--- config.mk ---
export PLATFORM = sky130hd
export DESIGN_NAME = comb_func4_unit
export DESIGN_NICKNAME = d
export VERILOG_FILES = /design/src/rtl/comb_func4_unit.sv
export SDC_FILE = /design/constraint.sdc
export NUM_CORES = 1
export LEC_CHECK = 0
export ABC_CLOCK_PERIOD_IN_PS = 5160
export BUFFER_PORTS_ARGS = -buffer_cell sky130_fd_sc_hd__buf_4
export CAP_MARGIN = 20
export CORE_UTILIZATION = 45
export DETAILED_ROUTE_END_ITERATION = 12
export PLACE_DENSITY = 0.69
export REMOVE_ABC_BUFFERS = 1
export SLEW_MARGIN = 25
export SYNTH_ARGS = -nofsm -noshare
export SYNTH_HDL_FRONTEND = slang
export SYNTH_SLANG_ARGS = --single-unit
--- constraint.sdc ---
create_clock -name clk -period 5.16 [get_ports clk]
set_input_delay 0.774 -clock clk [delete_from_list [all_inputs] [get_ports clk]]
set_output_delay 0.774 -clock clk [all_outputs]
set_load 0.05 [all_outputs]
--- src/rtl/comb_func4_unit.sv ---
// comb_func4_unit: registered evaluator of F(A,B,C,D) with self-sweep truth-table capture.
// Define COMB_XCHECK_EN to cross-check the case lookup against gate-level and expression forms.
module comb_func4_unit #(
    parameter int SWEEP_LEN = 16
) (
    input  logic        clk,
    input  logic        rst,
    input  logic        in_valid,
    input  logic        a,
    input  logic        b,
    input  logic        c,
    input  logic        d,
    input  logic        sweep_start,
    output logic        y,
    output logic        y_valid,
    output logic        sweep_busy,
    output logic        sweep_done,
    output logic [15:0] tt,
    output logic        xchk_err
);
    logic [3:0] idx, code;
    logic       eval, f_case, xchk_hit;

    assign code = sweep_busy ? idx : {a, b, c, d};
    assign eval = sweep_busy | in_valid;

    always_comb begin
        case (code)
            4'd1, 4'd5, 4'd6, 4'd8, 4'd9, 4'd10, 4'd11, 4'd14: f_case = 1'b1;
            default: f_case = 1'b0;
        endcase
    end

`ifdef COMB_XCHECK_EN
    logic f_expr, f_gate, na, nb, nc, nd, p0, p1, p2;
    assign f_expr = (code[3] & ~code[2]) | (code[2] & code[1] & ~code[0]) | (~code[3] & ~code[1] & code[0]);
    not g_na (na, code[3]);
    not g_nb (nb, code[2]);
    not g_nc (nc, code[1]);
    not g_nd (nd, code[0]);
    and g_p0 (p0, code[3], nb);
    and g_p1 (p1, code[2], code[1], nd);
    and g_p2 (p2, na, nc, code[0]);
    or  g_f  (f_gate, p0, p1, p2);
    assign xchk_hit = eval & ((f_gate ^ f_case) | (f_expr ^ f_case));
`else
    assign xchk_hit = 1'b0;
`endif

    always_ff @(posedge clk) begin
        if (rst) begin
            y          <= 1'b0;
            y_valid    <= 1'b0;
            sweep_busy <= 1'b0;
            sweep_done <= 1'b0;
            tt         <= 16'h0000;
            xchk_err   <= 1'b0;
            idx        <= 4'd0;
        end else begin
            y_valid    <= eval;
            sweep_done <= 1'b0;
            if (eval) y <= f_case;
            if (xchk_hit) xchk_err <= 1'b1;
            if (sweep_busy) begin
                tt[idx] <= f_case;
                if (idx == 4'(SWEEP_LEN - 1)) begin
                    sweep_busy <= 1'b0;
                    sweep_done <= 1'b1;
                    idx        <= 4'd0;
                end else begin
                    idx <= idx + 4'd1;
                end
            end else if (sweep_start) begin
                sweep_busy <= 1'b1;
                idx        <= 4'd0;
                tt         <= 16'h0000;
            end
        end
    end
endmodule

# Word level (Yosys, flattened, before mapping)
# Memory sizes are Yosys's and may differ from the RTL's.
# Index checks and enable logic that the tools add are counted.
dict set report totals {
  register_bits 24
  rom_bits 16
  output_inout_bits 21
  mem_count 1
}
dict set report op_classes {
  add_sub_neg 1
  n_lt_le_gt_ge 2
  n_eq_ne 1
  mux 13
  bitwise 2
  n_reduce_logical 3
}
# memory words word_bits rd rd_clocked_by_memory_dff write_ports line
set mem_list {}
lappend mem_list {{(name not given)} 16 1 1 0 0 28} ;# case (code)
# operator count
set ops {}
lappend ops {{$mux 16} 2}
lappend ops {{$bwmux 16} 1}
lappend ops {{$mux 4} 4}
lappend ops {{$lt 4x5->1 const B} 1}
lappend ops {{$mux 1} 5}
lappend ops {{$add 4x1->4 const B} 1}
lappend ops {{$demux 1 s4} 1}
lappend ops {{$eq 4x4->1 const B} 1}
lappend ops {{$ge 4x1->1 const B} 1}
lappend ops {{$reduce_bool 2->1} 1}
lappend ops {{$reduce_or 2->1} 1}
lappend ops {{$logic_and 1x1->1} 1}
lappend ops {{$not 1->1} 1}
lappend ops {{$or 1x1->1} 1}

# Depth between registers and ports, before layout
# Gate-level depths: netlist (run 1).
dict set report depth {
  word_depth 6
  ltp_mapped 9
  mapped_depth_nobuf 6
}

# Least setup slack after synthesis (run 1)
# OpenSTA, ideal clock, no wires.
dict set report synth_timing {
  kind {flip-flop to flip-flop}
  from {register sweep_busy}
  to {register y}
  arrival_time_ns 2.338
  required_time_ns 5.037
  slack_ns 2.699
  stages_incl_launch_ff 9
  period_less_slack_ns 2.461
  path_cell_list {dfxtp_1 buf_6 buf_2 buf_2 mux2i_1 ha_1 or4_1 a41oi_1 o21ai_1}
}
dict set report synth_between {
  elab_chain_len 2
}
# item line
set synth_lines {}
lappend synth_lines {{start: declaration} 16} ;# output logic sweep_busy,
lappend synth_lines {{start signal: assignment} 54} ;# sweep_busy <= 1'b0;
lappend synth_lines {{start signal: assignment} 67} ;# sweep_busy <= 1'b0;
lappend synth_lines {{start signal: assignment} 74} ;# sweep_busy <= 1'b1;
lappend synth_lines {{$mux 4} 24} ;# assign code = sweep_busy ? idx : {a, b, c, d};
lappend synth_lines {{$mem_v2 16x1} --}
lappend synth_lines {{end signal: assignment} 62} ;# if (eval) y <= f_case;
lappend synth_lines {{end: declaration} 14} ;# output logic y,
# Several ways; a longest one is shown, not always the timed one.
# A chain may end at the register's enable or synchronous reset.

# Final worst setup path (run 1)
# Ends and elaborated chain as after synthesis.

==> summary.md, run 1 <==
| Metric | Value |
|---|---|
| Worst Path Required | `5370 ps` |
| Int Pwr | `0.238 mW` |
| Slew at the pin closest to its max-slew limit | `938 ps` |
| Wire per inst | `13.9 um` |
| Share of power burned in combinational logic | `16.8%` |
| Fraction of power consumed by the clock network | `24.2%` |
| Main area contributors after synthesis | `dfxtp_1 (40%), a21oi_1 (7.5%), mux2i_1 (6.7%)` |
| Clock skew after layout | `5.10 ps` |
| CTS Root Cell | `clkbuf_4` |
| GR Overflow Total | `0` |
| Routability-driven placement congestion ratio | `0.748` |
| Post-detail-place hpwl | `1740 um` |
| Number of gates resized after cts | `0` |
| Max Root-Sink Buffers | `2` |
| Sum of routed wire length over all layers | `2560 um` |
| Insertion delay of the later-clocked pin in the worst-skew pair | `310 ps` |
| Hold buffer count at cts | `0` |
| Setup tns final | `0 ps` |
| Top cell type by total area after synthesis | `dfxtp_1` |
| Die W | `53.5 um` |
| Setup Viol. Count Final | `0` |
| Final antenna-violating net count | `0` |
| Highest achievable clock rate | `393 MHz` |
| Top cell family by delay on the critical path | `flip-flops` |
| Area of placed instances | `1380 um^2` |
| Run status | `finished, final reports clean` |
| Final #Nets | `170` |
| Total die area | `2860 um^2` |
| FF+latch count, synth | `24` |
| FFs w/ async S/R, synth | `0%` |
| Post-route DRC | `0` |
| Pins over their slew limit | `0` |
| Pre-Repair DR Iteration Count | `4` |
| Inserted Clock Buffers | `3` |
| Number of buffer and inverter instances along the worst setup path | `1` |
| Number of H-tree levels | `1` |
| Mapped Area | `1190 um^2` |
| VDD IR-drop max | `0.234 mV` |
| Clock tree from TritonCTS | `built` |
| Total number of clock tree sinks | `24` |
| Final period util | `49.3%` |
| Share of power burned in registers | `58.9%` |
| Via count of the first global-routing pass | `883` |
| Synth unique cells | `34` |
| Post-Syn Area per Cell | `8.84 um^2` |
| Initial antenna violation count | `0` |
| Critical Path Slowest Stage Cell | `dfxtp_1` |
| Number of ports placed on the die boundary | `29` |
| Count of max-cap constraint violations | `0` |
| Ratio of cells with drive above 1 in the final layout | `20.1%` |
| Diodes inserted | `0` |
| Synthesized instance count | `135` |
| Min cycle time layout | `2540 ps` |
| Pleak | `0.584 nW` |
| Clock edge transition at the registers on the reported setup and hold paths | `120 ps` |
| Total GRT Usage | `20.6%` |
| Std-Cell Rows | `18` |
| Type of element launching the critical path | `register` |
| Share of Yosys cell area claimed by the top area cell type | `40.3%` |
| Signal arrival time at the worst endpoint | `2760 ps` |
| Total setup buffers inserted after CTS | `0` |
| Total of warnings raised by yosys | `0` |
| EDFF count, synth | `0` |
| Post-DR vias/cell | `5.60` |
| Global-route wire length before repair | `4150 um` |
| Kind of capture point of the worst setup path | `register` |
| Number of vias after detailed routing | `1031` |
| Net switching power | `0.0985 mW` |
| Initial standard-cell utilization of the core | `47.7%` |
| Power density normalized to cell area | `241 nW/um^2` |
| Iteration-0 DRC count of the detailed router | `14` |
| Number of hold-slack violations in the final timing report | `0` |
| Relative slew slack | `37.4%` |
| Sequential area share after synthesis | `40.3%` |
| Post-synthesis to final-layout area growth | `17.1%` |
| Unrepaired setup endpoints after global routing | `false` |
| Cell area after layout | `1400 um^2` |
| Primary flip-flop cell chosen by synthesis mapping | `dfxtp_1` |
| Count of input and output buffers | `27` |
| Path type of the worst setup path | `register to register` |
| Min-delay worst type | `register to register` |
| Max incr delay on CP | `960 ps` |
| Net Sw Frac | `29.3%` |
| Height of the die | `53.5 um` |
| Placeable Area | `2500 um^2` |
| Largest net degree at the start of global routing | `30` |
| Top fanout value on the critical path | `29` |
| Cell Chain, Critical Path | `mux2i_1, inv_1, ha_1, or4_1, a41oi_1, o21ai_1` |
[tightest hold or removal path, cell delays in order, from the launching register on]
cell and delay, ps:
dfxtp_1 330, o311ai_1 60, a21oi_1 60
[placed cells by master, fill, tap and decap left out, drive strengths merged, types with 4 or more instances in the layout]
cell type / n
buf: 27
dfxtp: 24
a21oi: 18
inv: 10
nand3: 9
mux2i: 8
nor2: 7
ha: 6
a311oi: 5
nor3: 4
a22oi: 4
[power groups by stage]
stage	clock (mW)	sequential, mW	combinational, mW
after floorplan	0	0.211	0.0279
after global placement	0	0.202	0.0560
after detailed placement	0	0.202	0.0568
after CTS	0.0837	0.198	0.0570
after global routing	0.0934	0.199	0.0622
final	0.0815	0.198	0.0566
[cells in the mapped netlist (all sizes together), types with 3 or more instances]
cell type and count:
mux2i 8, o211ai 3, nand3 9, nor2 7, nand2b 3, nor3 4
dfxtp 24, buf 7, inv 10, clkbuf 4, ha 6, a311oi 5
a21oi 18, a22oi 4
[stage by stage]
stage	hold WS (ps)	utilization, %	power (mW)	std cells	setup WS (ps)
2_1_floorplan	487	-	0.239	124	2580
3_3_place_gp	472	55.0	0.258	181	2720
3_5_place_dp	484	55.0	0.259	181	2630
4_1_cts	501	55.9	0.339	184	2630
5_1_grt	523	55.9	0.355	184	2460
6_report	495	55.9	0.336	184	2620
[cell families (layout without fill, tap and decap cells)]
kind of cell | after synthesis | count (layout) | synth area share [%]
flops | 24 | 24 | 40.3
other cells | 1 | 1 | 0.314
fa+ha+maj | 6 | 6 | 6.29
buf+inv | 22 | 41 | 8.39
compound gates | 37 | 37 | 20.0
mux | 8 | 8 | 6.71
simple gates | 37 | 37 | 18.0
[final cells by class]
cell class	count	area [um^2]
inverters	11	41.3
flip-flops and latches	24	480
clock buffers	3	22.5
well taps	30	37.5
fillers	240	1100
multi-input cells	89	613
repair buffers	27	203
[registers in the layout (all words and copies together) (netlist names)]
register	count
tt	16
idx	4
sweep_busy	1
sweep_done	1
y	1
y_valid	1
[metal layers]
layer | global-route usage, % | vias to the layer above | wire (um)
met5 | 0 | - | 0
met2 | 34.2 | 23 | 1280
li1 | - | 525 | -
met1 | 26.2 | 481 | 1160
met4 | 3.95 | 0 | 15
met3 | 6.03 | 2 | 104
[worst paths after layout]
check	endpoint	start	cells after the start	slack, ps
min	tt[3]	tt[3]	2	500
max	y	sweep_busy	6	2620
min reg2reg	tt[3]	tt[3]	2	500
max reg2reg	y	sweep_busy	6	2620
Note: power is estimated with default switching activity, not from simulation.
==> inputs of run 2 (changes only) <==
--- a/config.mk
+++ b/config.mk
@@ -5,7 +5,8 @@
 export SDC_FILE = /design/constraint.sdc
 export NUM_CORES = 1
 export LEC_CHECK = 0
-export ABC_CLOCK_PERIOD_IN_PS = 5160
+export ABC_AREA = 1
+export ABC_CLOCK_PERIOD_IN_PS = 2670
 export BUFFER_PORTS_ARGS = -buffer_cell sky130_fd_sc_hd__buf_4
 export CAP_MARGIN = 20
 export CORE_UTILIZATION = 45
==> constraint.sdc (replaced) <==
create_clock -name clk -period 2.67 [get_ports clk]
set_input_delay 0.4005 -clock clk [delete_from_list [all_inputs] [get_ports clk]]
set_output_delay 0.4005 -clock clk [all_outputs]
set_load 0.05 [all_outputs]
==> run 2 against run 1 <==
- worst hold slack got worse by 200 ps
- clock-buffer cell count unchanged
- critical endpoint is now tt[15]
- total power rose by 120%
==> summary.md, run 2 <==
| Metric | Value |
|---|---|
| FFs w/ async S/R, synth | `0%` |
| Post-detail-place hpwl | `1860 um` |
| Post-Syn Area per Cell | `6.61 um^2` |
| Most common cell after layout, fill and taps aside | `nand2_1` |
| Wire per inst | `10.6 um` |
| GR Overflow Total | `0` |
| Global-route wire length before repair | `4370 um` |
| Path type of the worst setup path | `register to register` |
| Signal arrival time at the worst endpoint | `1990 ps` |
| Count of input and output buffers | `27` |
| Setup Viol. Count Final | `0` |
| Run status | `finished, final reports clean` |
| End point of the worst hold path | `y_valid` |
| Clock edge transition at the registers on the reported setup and hold paths | `140 ps` |
| EDFF count, synth | `0` |
| Number of cells on the worst reg-to-reg path | `9` |
| Mapped Area | `1240 um^2` |
| Number of gates resized after cts | `0` |
| Total number of clock tree sinks | `24` |
| Iteration-0 DRC count of the detailed router | `32` |
| Std-Cell Rows | `18` |
| Post-synthesis to final-layout area growth | `19.3%` |
| Total die area | `2960 um^2` |
| Min-delay worst type | `input pin to register` |
| Height of the die | `54.4 um` |
| Total of warnings raised by yosys | `0` |
| Post-route DRC | `0` |
| Final antenna-violating net count | `0` |
| Clock tree from TritonCTS | `built` |
| Ratio of cells with drive above 1 in the final layout | `17.0%` |
| Hold buffer count at cts | `0` |
| Total setup buffers inserted after CTS | `0` |
| Final period util | `65.2%` |
| Register with the highest flop count | `tt` |
| Type of element launching the critical path | `register` |
| Share of Yosys cell area claimed by the top area cell type | `38.9%` |
| Initial standard-cell utilization of the core | `48.6%` |
| Primary flip-flop cell chosen by synthesis mapping | `dfxtp_1` |
| Count of max-cap constraint violations | `0` |
| Number of vias after detailed routing | `1156` |
| Registers with the highest flip-flop counts | `tt (16), idx (4)` |
| Inserted Clock Buffers | `3` |
| Pins over their slew limit | `0` |
| Most frequent cells in the layout | `nand2_1 (71), inv_1 (29), buf_4 (28), dfxtp_1 (24), a21oi_1 (21)` |
| Slack of the worst reg-to-reg path | `930 ps` |
| Clock skew after layout | `2.92 ps` |
| Fin util | `58.0%` |
| Commonest cells post-synth | `nand2_1 (71), inv_1 (29), dfxtp_1 (24)` |
| Max Root-Sink Buffers | `2` |
| Hold Path Origin | `in_valid` |
| Final #Nets | `227` |
| Via count of the first global-routing pass | `1033` |
| Number of ports placed on the die boundary | `29` |
| Pre-Repair DR Iteration Count | `4` |
| Main area contributors after synthesis | `dfxtp_1 (39%), nand2_1 (22%), inv_1 (8.8%)` |
| Unrepaired setup endpoints after global routing | `false` |
| Insertion delay of the later-clocked pin in the worst-skew pair | `310 ps` |
| Placeable Area | `2540 um^2` |
| Reg-to-reg startpoint | `idx[0]` |
| Number of H-tree levels | `1` |
| Synthesized instance count | `187` |
| Pleak | `0.857 nW` |
| Power density normalized to cell area | `511 nW/um^2` |
| Most used standard cell by instance count after synthesis | `nand2_1` |
| Post-DR vias/cell | `4.78` |
| CTS Root Cell | `clkbuf_4` |
| Worst Path Required | `2920 ps` |
| Worst reg2reg endpoint | `tt[15]` |
| FF+latch count, synth | `24` |
| Top cell type by total area after synthesis | `dfxtp_1` |
| Kind of capture point of the worst setup path | `register` |
| Min cycle time layout | `1740 ps` |
| Highest achievable clock rate | `575 MHz` |
| Total GRT Usage | `20.6%` |
| Die W | `54.4 um` |
| Largest net degree at the start of global routing | `17` |
| Setup tns final | `0 ps` |
| Number of fill cells in the layout | `257` |
| Synth unique cells | `18` |
| Diodes inserted | `0` |
| Routability-driven placement congestion ratio | `0.778` |
| Sequential area share after synthesis | `38.9%` |
| VDD IR-drop max | `0.322 mV` |
| Hold depth | `3` |
| Largest register FFs | `16` |
| Number of hold-slack violations in the final timing report | `0` |
| Initial antenna violation count | `0` |
| Sum of routed wire length over all layers | `2570 um` |
| Top fanout value on the critical path | `13` |
run 2: cells by family (layout without fill, tap and decap cells):
| logic type | count (synthesis) | count (layout) | synth area share [%] |
|---|---|---|---|
| flip-flops | 24 | 24 | 38.9 |
| adder cells (fa/ha/maj) | 6 | 6 | 6.07 |
| buffers and inverters | 38 | 63 | 14.4 |
| AND/OR/NAND/NOR | 90 | 90 | 28.5 |
| AO/OA/AOI/OAI | 28 | 28 | 11.8 |
| other | 1 | 1 | 0.303 |
run 2: report_power, final:
part | total [mW] | internal, mW | switching [mW]
registers | 0.373 | 0.366 | 0.00632
logic | 0.118 | 0.0350 | 0.0832
clock network | 0.263 | 0.152 | 0.111
total | 0.754 | 0.553 | 0.201
run 2: layout make-up:
class | count | area, um^2 | share of cell area [%]
inverters | 31 | 116 | 7.89
clock buffers | 3 | 22.5 | 1.53
clock inverters | 1 | 30.0 | 2.04
well taps | 30 | 37.5 | 2.54
repair buffers | 28 | 210 | 14.2
flip-flops and latches | 24 | 480 | 32.6
multi-input cells | 125 | 578 | 39.2
run 2: critical path, cell delays in order (launching register included):
cell and delay, ps:
dfxtp_1 430, inv_1 120, nand2_1 70, o21ai_0 100
ha_1 300, inv_1 60, nand3_1 90, nand3_1 130
nand2_2 190, o21ai_0 180
run 2: how the worst max path moves through the flow:
stage	from	end	slack, ps	depth (start not counted)
4_1_cts	idx[1]	tt[15]	930	10
2_1_floorplan	sweep_busy	tt[15]	660	7
3_5_place_dp	c	tt[5]	950	9
6_report	idx[0]	tt[15]	930	9
5_1_grt	idx[1]	tt[13]	770	10
3_3_place_gp	c	tt[14]	1010	9
run 2: metal layers:
layer | vias up | global-route usage [%] | wire [um]
met5 | - | 0 | 0
met4 | 0 | 9.40 | 39
met3 | 4 | 2.78 | 131
met2 | 32 | 35.4 | 1220
met1 | 499 | 25.3 | 1180
li1 | 621 | - | -
run 2: through the flow:
step           std cells  hold slack [ps]  area [um^2]  worst slack [ps]  power [mW]
2_1_floorplan        180              470         1170               659       0.460
3_3_place_gp         238              454         1420              1010       0.496
3_5_place_dp         238              456         1420               953       0.499
4_1_cts              242              294         1480               925       0.760
5_1_grt              242              283         1480               773       0.789
6_report             242              296         1480               930       0.754
